<file path="config.mk">
export PLATFORM = sky130hd
export DESIGN_NAME = inv_mixrow_seq
export DESIGN_NICKNAME = d
export VERILOG_FILES = /design/src/rtl/inv_mixrow_seq.sv
export SDC_FILE = /design/constraint.sdc
export NUM_CORES = 1
export LEC_CHECK = 0
export CELL_PAD_IN_SITES_DETAIL_PLACEMENT = 1
export CELL_PAD_IN_SITES_GLOBAL_PLACEMENT = 2
export CORE_ASPECT_RATIO = 0.9
export CORE_MARGIN = 4
export CORE_UTILIZATION = 34
export DETAILED_ROUTE_END_ITERATION = 10
export GPL_ROUTABILITY_DRIVEN = 0
export GPL_TIMING_DRIVEN = 0
export HOLD_SLACK_MARGIN = 0.03
export PLACE_DENSITY = 0.81
export SLEW_MARGIN = 20
export SYNTH_ARGS = -nofsm -noshare
export SYNTH_HDL_FRONTEND = slang
export SYNTH_SLANG_ARGS = --single-unit
</file>
<file path="constraint.sdc">
create_clock -name clock -period 2.85 [get_ports clock]
set_input_delay 0.57 -clock clock [delete_from_list [all_inputs] [get_ports clock]]
set_output_delay 0.57 -clock clock [all_outputs]
set_load 0.01 [all_outputs]
</file>
<file path="src/rtl/inv_mixrow_seq.sv">
`default_nettype none
// inv_mixrow_seq: decryption-side GF(2^4) row mix of a 4x4 nibble state, one row per CALC cycle.
// Build macro INV_MIXROW_PARALLEL_EN: compute all four rows in a single CALC cycle (results identical).
module inv_mixrow_seq #(
  parameter logic [3:0] POLY = 4'h3
) (
  input  logic        clock,
  input  logic        rst,
  input  logic        in_valid,
  output logic        in_ready,
  input  logic [63:0] in_state,
  output logic        out_valid,
  input  logic        out_ready,
  output logic [63:0] out_state,
  output logic        busy
);

  // Mix matrix M[l][k], row-major, one nibble per entry.
  localparam logic [63:0] M_FLAT = 64'h149D_41D9_9D14_D941;

  typedef enum logic [1:0] {
    IDLE = 2'd0,
    CALC = 2'd1,
    DONE = 2'd2
  } state_t;

  state_t      state;
  logic [63:0] src;

  function automatic logic [3:0] gmul(input logic [3:0] a, input logic [3:0] b);
    logic [6:0] p;
    p = '0;
    for (int i = 0; i < 4; i++) begin
      if (b[i]) p = p ^ (7'(a) << i);
    end
    // Fold the high product bits back down, top bit first.
    for (int i = 6; i >= 4; i--) begin
      if (p[i]) p = p ^ (7'({1'b1, POLY}) << (i - 4));
    end
    return p[3:0];
  endfunction

  function automatic logic [15:0] mix_row(input logic [15:0] r);
    logic [15:0] res;
    logic [3:0]  acc;
    res = '0;
    for (int k = 0; k < 4; k++) begin
      acc = '0;
      for (int l = 0; l < 4; l++) begin
        acc = acc ^ gmul(r[15-4*l -: 4], M_FLAT[63-4*(4*l+k) -: 4]);
      end
      res[15-4*k -: 4] = acc;
    end
    return res;
  endfunction

`ifdef INV_MIXROW_PARALLEL_EN
  function automatic logic [63:0] mix_all(input logic [63:0] s);
    logic [63:0] res;
    res = '0;
    for (int j = 0; j < 4; j++) begin
      res[63-16*j -: 16] = mix_row(s[63-16*j -: 16]);
    end
    return res;
  endfunction
`else
  logic [1:0]  cnt;
  logic [15:0] row_in;
  logic [15:0] row_out;

  assign row_in  = src[63-16*int'(cnt) -: 16];
  assign row_out = mix_row(row_in);
`endif

  always_ff @(posedge clock or negedge rst) begin
    if (!rst) begin
      state     <= IDLE;
      src       <= '0;
      out_state <= '0;
      out_valid <= 1'b0;
      in_ready  <= 1'b1;
      busy      <= 1'b0;
`ifndef INV_MIXROW_PARALLEL_EN
      cnt       <= 2'd0;
`endif
    end else begin
      case (state)
        IDLE: begin
          if (in_valid && in_ready) begin
            src      <= in_state;
            state    <= CALC;
            in_ready <= 1'b0;
            busy     <= 1'b1;
`ifndef INV_MIXROW_PARALLEL_EN
            cnt      <= 2'd0;
`endif
          end
        end
        CALC: begin
`ifdef INV_MIXROW_PARALLEL_EN
          out_state <= mix_all(src);
          state     <= DONE;
          out_valid <= 1'b1;
`else
          out_state[63-16*int'(cnt) -: 16] <= row_out;
          cnt <= cnt + 2'd1;
          if (cnt == 2'd3) begin
            state     <= DONE;
            out_valid <= 1'b1;
          end
`endif
        end
        DONE: begin
          if (out_ready) begin
            state     <= IDLE;
            out_valid <= 1'b0;
            in_ready  <= 1'b1;
            busy      <= 1'b0;
          end
        end
        default: begin
          state     <= IDLE;
          out_valid <= 1'b0;
          in_ready  <= 1'b1;
          busy      <= 1'b0;
        end
      endcase
    end
  end

endmodule
`default_nettype wire

</file>
==> impl_metrics.json, run 1 <==
{
  "outcome": "finished clean",
  "clock-sinks": 135,
  "grt_setup_unrepaired": "false",
  "critPathKind": "reg -> reg",
  "ctsResizeCount": 0,
  "worst_pin_slew_ns": 0.850,
  "syn_inst": 433,
  "wl_um": 17100,
  "finalSetupTns_ns": 0,
  "grt_max_degree": 77,
  "ioPinCount": 135,
  "nets": 659,
  "portBuffers": 134,
  "p_per_area_nw_per_um2": 1560,
  "worstPathMaxFanout": 10,
  "grt_antenna_before_repair": 0,
  "gr-usage-all-layers_pct": 18.2,
  "die_height_um": 134,
  "die_w_um": 148,
  "cts_buffers": 17,
  "first_pass_iters": 4,
  "holdWs_ns": 0.0670,
  "area_growth_pct": 36.5,
  "finalHoldViolCount": 0,
  "setup_viol": 0,
  "max-cap-violations": 0,
  "initial_core_util_pct": 35.1,
  "hp-class": "in -> async",
  "cts_tree": "yes",
  "min_period_over_period_pct": 93.0,
  "drive_gt1_share_pct": 10.0,
  "synth_seq_area_share_pct": 56.3,
  "final_cell_mix": "dfrtp_1 (134), clkdlybuf4s50_1 (133), nand2_1 (71), o21ai_1 (65), mux2_1 (64)",
  "arrival_ns": 2.93,
  "root_buffer": "clkbuf_16",
  "h-tree-depth": 4,
  "syn_nets": 505,
  "drv_slew": 0,
  "final_area_um2": 8200,
  "wl_per_cell_um": 20.5,
  "cts_buffer_depth": 2,
  "clock.fmax_mhz": 377,
  "coreArea_um2": 17100,
  "antennaDiodeCount": 0,
  "cts.clk_slew.worst_paths_ns": 0.06,
  "postPlaceCellArea_um2": 7670,
  "ant_nets": 0,
  "grt_pass1_vias": 4742,
  "synthDistinctLibCells": 31,
  "syn-cell-area_um2": 6010,
  "cts_setup_buffers": 0,
  "mostFrequentLayoutCell": "dfrtp_1",
  "syn_area_per_cell_um2": 13.9,
  "vdd_drop_max_mv": 1.18,
  "grt_pass1_wl_um": 27200,
  "cp-end-kind": "flop",
  "vias_per_cell": 4.84,
  "cp-start-kind": "flop",
  "maxSlewHeadroom_pct": 43.3,
  "leakage_nw": 3.61,
  "post-route-drc-count": 0,
  "dp_hpwl_um": 12600,
  "finClkSkew_ns": 0.00802,
  "die_area_um2": 19900,
  "placementRows": 45,
  "ctsHoldBuffers": 0,
  "ys_ff_latch": 135,
  "layoutNonFillerInstCount": 835,
  "dp.cells": 803,
  "critPathRequiredTime_ns": 3.13,
  "yosys_warnings": 0,
  "drtIter0Drc": 118,
  "clk_latency_ns": 0.43,
  "overflow": 0,
  "via_count": 4038,
  "fillers": 1799,
  "layout_min_cycle_time_ns": 2.65
}
flip-flops by register name, indices dropped and copies added (netlist names):
name / flops
state: 2
out_valid: 1
in_ready: 1
cnt: 2
busy: 1
out_state: 64
src: 64
through the flow:
| step | total power (W) | util [%] | worst slack, ns |
|---|---|---|---|
| 6_report | 0.0128 | 47.9 | 0.200 |
| 5_1_grt | 0.0135 | 47.9 | 0.0441 |
| 4_1_cts | 0.0129 | 47.9 | 0.178 |
| 3_5_place_dp | 0.0108 | 44.8 | -0.136 |
| 3_3_place_gp | 0.0106 | 44.6 | -3.92 |
| 2_1_floorplan | 0.00817 | - | 0.723 |
cell usage after synthesis:
cell / instances / area, um^2
dfrtp_1: 134 / 3350
nand2_1: 71 / 267
o21ai_1: 65 / 325
mux2_1: 64 / 721
xnor3_1: 18 / 405
mux4_2: 15 / 338
clkbuf_1: 10 / 37.5
xnor2_2: 10 / 163
buf_1: 6 / 22.5
xnor2_1: 5 / 43.8
ha_1: 4 / 50.1
nand4_1: 4 / 25.0
buf_2: 3 / 15.0
a21oi_1: 2 / 10.0
inv_2: 2 / 7.51
nor2_1: 2 / 7.51
o21ai_0: 2 / 10.0
o31ai_1: 2 / 15.0
xor3_1: 2 / 47.6
a21o_1: 1 / 7.51
buf_12: 1 / 20.0
buf_6: 1 / 11.3
dfstp_2: 1 / 26.3
inv_1: 1 / 3.75
mux4_1: 1 / 26.3
nor2b_1: 1 / 6.26
nor4bb_1: 1 / 10.0
o21bai_1: 1 / 7.51
o22a_1: 1 / 8.76
or3_1: 1 / 6.26
xor2_1: 1 / 8.76
power by group:
part           internal (W)  leakage (nW)  total [W]  switching (W)
logic               0.00368          1.61    0.00765        0.00396
clock network       0.00120         0.262    0.00200       0.000799
registers           0.00267          1.74    0.00311       0.000443
worst paths after layout:
check / start / to / slack, ns / depth (start not counted)
max: cnt[1] / out_state[7] / 0.20 / 6
min: rst / out_state[52] / 0.07 / 1
min in group clock: busy / busy / 0.48 / 1
max in group asynchronous: rst / in_ready / 2.02 / 2
max reg2reg: cnt[1] / out_state[7] / 0.20 / 6
min reg2reg: busy / busy / 0.48 / 1
final cells by class:
type	instances	area (um^2)	share of cell area (%)
Sequential cell	135	3380	41.2
Clock inverter	4	20.0	0.244
Timing Repair Buffer	135	1370	16.8
Tap cell	235	294	3.59
Clock buffer	28	507	6.18
Buffer	21	106	1.30
Inverter	3	11.3	0.137
Multi-Input combinational cell	274	2510	30.6
metal layers:
metal	track usage, %	part of all wire, %	vias to the layer above
li1	-	-	1839
met1	23.3	44	2054
met3	6.35	6.5	19
met4	3.90	1.3	0
met2	30.0	48	126
met5	0	0	-
worst max-delay path: stages, from the launching register on:
cell     delay [ns]
dfrtp_1        0.37
buf_2          0.32
buf_2          0.34
mux4_2         0.44
xnor3_1        0.45
xnor2_1        0.42
o21ai_1        0.15
logic make-up after synthesis:
kind of cell    share of synthesized area [%]
compound gates                           6.40
xor+xnor                                 11.1
fa+ha+maj                               0.833
flops                                    56.3
buf+inv                                  1.96
mux                                      18.1
simple gates                             5.35
Note: power is estimated with default switching activity, not from simulation.
==> run 2, diff against run 1 <==
CAP_MARGIN = 5   (was not set)
==> results of run 2 <==
Final layout, timing and power as in run 1 (identical DEF).
